<file path="src/rtl/weight_row_loader.sv">
// Streams fixed-point weights into ROWS writable row memories with one-hot write strobes.
// Optional trailing checksum beat is enabled by defining WEIGHT_ROW_LOADER_CKSUM_EN.
module weight_row_loader #(
   parameter int unsigned INT_BITS = 6,
   parameter int unsigned FRC_BITS = 7,
   parameter int unsigned ROWS     = 28,
   parameter int unsigned DEPTH    = 32
) (
   input  logic                         clk,
   input  logic                         rst_n,
   input  logic                         start,
   input  logic                         s_valid,
   output logic                         s_ready,
   input  logic [INT_BITS+FRC_BITS-1:0] s_data,
   input  logic                         s_last,
   output logic [ROWS-1:0]              wr_en,
   output logic [4:0]                   wr_addr,
   output logic [INT_BITS+FRC_BITS-1:0] wr_data,
   output logic                         busy,
   output logic                         done,
   output logic                         err
);

   localparam int unsigned W      = INT_BITS + FRC_BITS;
   localparam int unsigned ADDR_W = 5;
   localparam int unsigned ROW_W  = $clog2(ROWS);

`ifdef WEIGHT_ROW_LOADER_CKSUM_EN
   typedef enum logic [2:0] {S_IDLE, S_LOAD, S_CHECK, S_DONE, S_ERR} state_t;
   logic [W-1:0] cksum;
`else
   typedef enum logic [2:0] {S_IDLE, S_LOAD, S_DONE, S_ERR} state_t;
`endif

   state_t            state;
   logic [ROW_W-1:0]  row_cnt;
   logic [ADDR_W-1:0] addr_cnt;
   logic              last_weight;

   assign last_weight = (row_cnt == ROW_W'(ROWS - 1)) && (addr_cnt == ADDR_W'(DEPTH - 1));

   // Handshake and status flags are registered alongside the state they decode.
   always_ff @(posedge clk) begin
      if (!rst_n) begin
         state    <= S_IDLE;
         row_cnt  <= '0;
         addr_cnt <= '0;
         s_ready  <= 1'b0;
         busy     <= 1'b0;
         done     <= 1'b0;
         err      <= 1'b0;
         wr_en    <= '0;
         wr_addr  <= '0;
         wr_data  <= '0;
`ifdef WEIGHT_ROW_LOADER_CKSUM_EN
         cksum    <= '0;
`endif
      end else begin
         wr_en <= '0;
         done  <= 1'b0;
         case (state)
            S_IDLE, S_ERR: begin
               if (start) begin
                  state    <= S_LOAD;
                  s_ready  <= 1'b1;
                  busy     <= 1'b1;
                  err      <= 1'b0;
                  row_cnt  <= '0;
                  addr_cnt <= '0;
`ifdef WEIGHT_ROW_LOADER_CKSUM_EN
                  cksum    <= '0;
`endif
               end
            end
            S_LOAD: begin
               if (s_valid) begin
                  wr_en   <= ROWS'(1) << row_cnt;
                  wr_addr <= addr_cnt;
                  wr_data <= s_data;
`ifdef WEIGHT_ROW_LOADER_CKSUM_EN
                  cksum   <= cksum + s_data;
                  // s_last belongs on the checksum beat, never on the final weight.
                  if (last_weight && !s_last) begin
                     state <= S_CHECK;
                  end else if (s_last || last_weight) begin
                     state   <= S_ERR;
                     err     <= 1'b1;
                     s_ready <= 1'b0;
                     busy    <= 1'b0;
                  end
`else
                  if (last_weight && s_last) begin
                     state   <= S_DONE;
                     done    <= 1'b1;
                     s_ready <= 1'b0;
                     busy    <= 1'b0;
                  end else if (last_weight || s_last) begin
                     state   <= S_ERR;
                     err     <= 1'b1;
                     s_ready <= 1'b0;
                     busy    <= 1'b0;
                  end
`endif
                  if (addr_cnt == ADDR_W'(DEPTH - 1)) begin
                     addr_cnt <= '0;
                     row_cnt  <= row_cnt + ROW_W'(1);
                  end else begin
                     addr_cnt <= addr_cnt + ADDR_W'(1);
                  end
               end
            end
`ifdef WEIGHT_ROW_LOADER_CKSUM_EN
            S_CHECK: begin
               if (s_valid) begin
                  s_ready <= 1'b0;
                  busy    <= 1'b0;
                  if (s_last && (s_data == cksum)) begin
                     state <= S_DONE;
                     done  <= 1'b1;
                  end else begin
                     state <= S_ERR;
                     err   <= 1'b1;
                  end
               end
            end
`endif
            S_DONE: state <= S_IDLE;
            default: begin
               state   <= S_IDLE;
               s_ready <= 1'b0;
               busy    <= 1'b0;
            end
         endcase
      end
   end

endmodule

</file>
<file path="config.mk">
export PLATFORM = sky130hd
export DESIGN_NAME = weight_row_loader
export DESIGN_NICKNAME = d
export VERILOG_FILES = /design/src/rtl/weight_row_loader.sv
export SDC_FILE = /design/constraint.sdc
export NUM_CORES = 1
export LEC_CHECK = 0
export CAP_MARGIN = 20
export CORE_UTILIZATION = 46
export DETAILED_ROUTE_END_ITERATION = 8
export PLACE_DENSITY_LB_ADDON = 0.08
export SYNTH_ARGS = -nofsm -noshare
export SYNTH_HDL_FRONTEND = slang
export SYNTH_SLANG_ARGS = --single-unit
</file>
<file path="constraint.sdc">
create_clock -name clk -period 2.2 [get_ports clk]
set_input_delay 0.55 -clock clk [delete_from_list [all_inputs] [get_ports clk]]
set_output_delay 0.55 -clock clk [all_outputs]
set_load 0.005 [all_outputs]
</file>
# Word-level counts from Yosys, hierarchy flattened
# Cells that the tools add are included.
[word_totals]
out_inout_bits = 50
register_bits = 62
inputBits = 18
word_cells = 60
[op_classes]
n_reduce_logical = 13
n_bitwise = 1
mux = 23
shift = 1
n_addsub = 2
eq_ne = 11
[ops]
columns = ["op", "n"]
rows = [
  ["$shl 1x5->28 const A", 1],
  ["$mux 5", 5],
  ["$pmux 5 s2", 2],
  ["$mux 3", 4],
  ["$add 5x1->5 const B", 2],
  ["$eq 5x5->1 const B", 2],
  ["$ne 2x2->1 const B", 5],
  ["$mux 1", 9],
  ["$reduce_and 3->1", 3],
  ["$reduce_and 4->1", 2],
  ["$eq 3x2->1 const B", 2],
  ["$pmux 3 s2", 1],
  ["$reduce_and 5->1", 1],
  ["$eq 3x1->1 const B", 1],
  ["$logic_not 3->1", 1],
  ["$ne 3x3->1 const B", 1],
  ["$pmux 1 s3", 1],
  ["$logic_and 1x1->1", 2],
  ["$pmux 1 s2", 1],
  ["$reduce_and 2->1", 1],
  ["$reduce_bool 2->1", 1],
  ["$reduce_or 2->1", 1],
  ["$logic_or 1x1->1", 1],
  ["$not 1->1", 1],
]

# Logic depth before layout (Yosys ltp)
[logic_depth]
depth_word = 7
mapped_depth = 8
ltp_nobuf = 7

# Worst setup path after synthesis
# OpenSTA, ideal clock, no wires.
[synth_timing]
path_kind = "reg2reg"
start = "register state[0]"
end = "register addr_cnt[2]"
required_ns = 2.130
stages_incl_launch_ff = 8
setup_ns = 0.070
arrival_ns = 1.869
setup_slack_ns = 0.261
path_buffers = 1
period_less_slack_ns = 1.939
path_cell_list = "dfxtp_1 inv_1 ha_1 nor2b_4 or3_1 buf_2 or4_1 a21boi_1"
[synth_between]
elab_chain_len = 4
elab_cells_between_ends = 9
cone_classes = "eq/ne: 4; mux: 1; reduce/logical: 4"
[synth_lines]
columns = ["item", "line_no", "source"]
rows = [
  ["start: declaration", "35", "state_t state;"],
  ["start signal: assignment", "45", "state <= S_IDLE;"],
  ["start signal: assignment", "64", "state <= S_LOAD;"],
  ["start signal: assignment", "93", "state <= S_DONE;"],
  ["$eq 3x2->1 or $logic_not 3->1 (tied branches)", "61", "case (state)"],
  ["$reduce_or 2->1", "61", ""],
  ["$ne 2x2->1 (no source line) or $reduce_bool 2->1 (tied branches)", "n/a", ""],
  ["$reduce_and 3->1 (no source line)", "n/a", ""],
  ["end signal: assignment", "108", "addr_cnt <= addr_cnt + ADDR_W'(1);"],
  ["end: declaration", "37", "logic [ADDR_W-1:0] addr_cnt;"],
]
# Parallel ways exist; a longest one is shown, timed or not.
# A chain may end at the register's enable or synchronous reset.

# Worst setup path after layout
# Ends and elaborated chain as after synthesis.

==> summary.md <==
| Metric | Value |
|---|---|
| Outcome | completed |
| Vias | 1877 |
| Die Width | 72.3 microns |
| Hold crit path type | reg2reg |
| Cell Pwr Density | 849 nW/um^2 |
| Least-Margin Pin Slew | 0.460 ns |
| Worst setup EP type | register |
| RSZ-0062 raised after global routing | no |
| TritonRoute pass-1 iters | 4 |
| Maximum clock frequency | 493 MHz |
| Max VDD drop | 0.729 mV |
| Total gr overflow | 0 |
| Endpoints failing setup | 0 |
| Post-synthesis compound-gate area fraction | 12.3% |
| Setup CP Type | reg2reg |
| CTS clk-pin slew, worst paths | 0.07 ns |
| Root buffer cell | clkbuf_8 |
| Mapped Cells | 253 |
| Via density | 4.67 |
| Fraction of layout cells with a size suffix above 1 | 8.66% |
| Crit-path max FO | 6 |
| Mux share of post-synthesis cell area | 0.881% |
| CTS sink count | 61 |
| Initial core utilization | 47.8% |
| Final net count | 358 |
| Count of final hold-check violations | 0 |
| Setup WS pre-CTS | 0.000535 ns |
| Tot Pwr | 2.74 mW |
| DR DRC count | 0 |
| Sequential fraction of the synthesis area | 53.7% |
| Port-buffer cells | 67 |
| Final slew viol count | 0 |
| Syn-to-layout area delta | 42.1% |
| Setup WS post-layout | 0.172 ns |
| Hold_buf cts | 0 |
| Initial antenna violation count | 0 |
| Postcts setup bufs | 0 |
| Die H | 72.3 microns |
| Leading cell type in the layout, fill and taps excluded | clkdlybuf4s50_1 |
| Post-Syn Area | 2270 sq um |
| Setup TNS Final | 0 ns |
| Cts bufs inserted | 9 |
| Worst EP required | 2.46 ns |
| Pleak | 1.20 nW |
| Core ar. | 4750 sq um |
| Simple-gate share of the synthesized area | 22.7% |
| Layout filler cell count | 435 |
| Largest net degree at the start of global routing | 35 |
| Library cells used by synthesis | 34 |
| Total Routed Length | 4.76 mm |
| PostCTS Resize Cnt | 0 |
| Synthesized area per cell | 8.99 sq um |
| Routability cong. | 0.779 |
| CP arrival | 2.28 ns |
| Final worst path period need | 2.03 ns |
| XOR/XNOR share of the synthesized area | 1.16% |
| Synthesized Nets | 281 |
| Final Cell Area | 3230 sq um |
| GRT Overall Usage | 20.3% |
| Yosys reg bits | 61 |
| Post-DP Area | 3050 sq um |
| Largest family of logic cells by synthesized area | simple AND/OR/NAND/NOR gates |
| Post-route clock skew | 0.00656 ns |
| CTS tree | built |
| Site row count | 25 |
| I/O pin cnt | 68 |
| Max H-tree Level | 3 |
| Die area | 5230 sq um |
| Most frequent cells in the layout | clkdlybuf4s50_1, dfxtp_1, nand2_1, nor2_1, a21boi_0 |
| Worst setup SP type | register |
| Antenna Nets Post-Route | 0 |
| Ys Warns | 0 |
| Initial DRC count | 62 |
| Rel. slew slack | 69.2% |
| Final HPWL DP | 3.44 mm |
| First-pass GRT wire length | 8.00 mm |
| Vias in the first global route | 1770 |
| Worst-case clock buffer depth | 2 |
| Synth Area in Adders | 5.50% |
| WL per Instance | 11.8 microns |
| Skew-Pair Late Insertion Delay | 0.33 ns |
| Final period util | 92.2% |
| Antenna Cells | 0 |
| Max cap viols | 0 |
==> registers in the layout, summed over array words and instances (netlist names) <==
name,count
wr_en,28
wr_data,13
addr_cnt,5
row_cnt,5
wr_addr,5
state,2
busy,1
done,1
err,1
==> layout make-up <==
type	count	area (sq um)	share of cell area, %
sequential	61	1220	37.8
multi-input combinational	171	966	29.9
timing repair buffer	77	746	23.1
clock buffer	9	124	3.83
tap	67	83.8	2.59
clock inverter	7	52.6	1.63
inverter	10	37.5	1.16
==> critical path, cell delays in order, from the launching register on <==
cell and delay, ns:
dfxtp_1 0.37, inv_1 0.06, ha_1 0.38, nor2b_4 0.16, or3_1 0.42, or4_1 0.41
a21boi_1 0.15
==> layer usage <==
metal  track usage [%]  wire length (microns)  part of all wire [%]  up-vias
met5                 0                      0                     0        -
met4              11.1                    129                   2.7        0
met3              5.97                    220                   4.6       14
li1                  -                      -                     -      986
met2              31.6                   2130                    45       50
met1              25.4                   2280                    48      827
==> per-stage QoR <==
step           cells  hold slack [ns]  utilization [%]
6_report         402            0.462             67.9
5_1_grt          402            0.482             67.9
4_1_cts          402            0.466             67.9
3_5_place_dp     386            0.457             64.2
3_3_place_gp     386            0.450             64.2
2_1_floorplan    253            0.459                -
==> Yosys cell counts <==
master    number  area, sq um
nor2b_1        3         18.8
dfxtp_1       61         1220
clkbuf_1       7         26.3
nand2b_1       1         6.26
nor4_1         3         18.8
and3_1         3         18.8
o21ai_0        5         25.0
nand3b_1       2         15.0
nor3_1         1         5.00
nor2b_4        1         13.8
or4_2          1         8.76
o31a_1         1         8.76
o22ai_1        1         6.26
nor2_1        41          154
o211ai_1       1         7.51
nand3_1        2         10.0
a22oi_1        2         15.0
or4_1          1         7.51
mux2i_1        2         20.0
a21boi_0      19          143
or3_1          3         18.8
o41ai_1        2         17.5
ha_1          10          125
and2_1         3         18.8
a21boi_1       3         22.5
o221a_2        1         11.3
o21a_1         1         7.51
buf_4          1         7.51
nand4_1        1         6.26
xnor2_1        3         26.3
nand2_1       52          195
inv_1         10         37.5
buf_2          3         15.0
o31ai_1        2         15.0
==> where the power goes <==
group | switching, mW | leakage [nW] | internal [mW] | total [mW]
Combinational | 0.350 | 0.619 | 0.320 | 0.670
Sequential | 0.0459 | 0.493 | 1.17 | 1.22
Clock | 0.445 | 0.0891 | 0.410 | 0.856
==> worst paths after layout <==
| check | from | to | slack (ns) | cells after the start |
|---|---|---|---|---|
| setup reg to reg | state[0]$_SDFFE_PN0P_ | addr_cnt[2]$_SDFFE_PN0P_ | 0.17 | 6 |
| hold reg to reg | wr_data[8]$_SDFFE_PN0P_ | wr_data[8]$_SDFFE_PN0P_ | 0.46 | 2 |
| hold / removal | wr_data[8]$_SDFFE_PN0P_ | wr_data[8]$_SDFFE_PN0P_ | 0.46 | 2 |
| setup / recovery | state[0]$_SDFFE_PN0P_ | addr_cnt[2]$_SDFFE_PN0P_ | 0.17 | 6 |
==> logic make-up after synthesis <==
group | count (synthesis)
AO/OA/AOI/OAI | 38
XOR/XNOR | 3
adder cells (fa/ha/maj) | 10
buffers and inverters | 21
flip-flops | 61
multiplexers | 2
AND/OR/NAND/NOR | 118
Note: power is estimated with default switching activity, not from simulation.
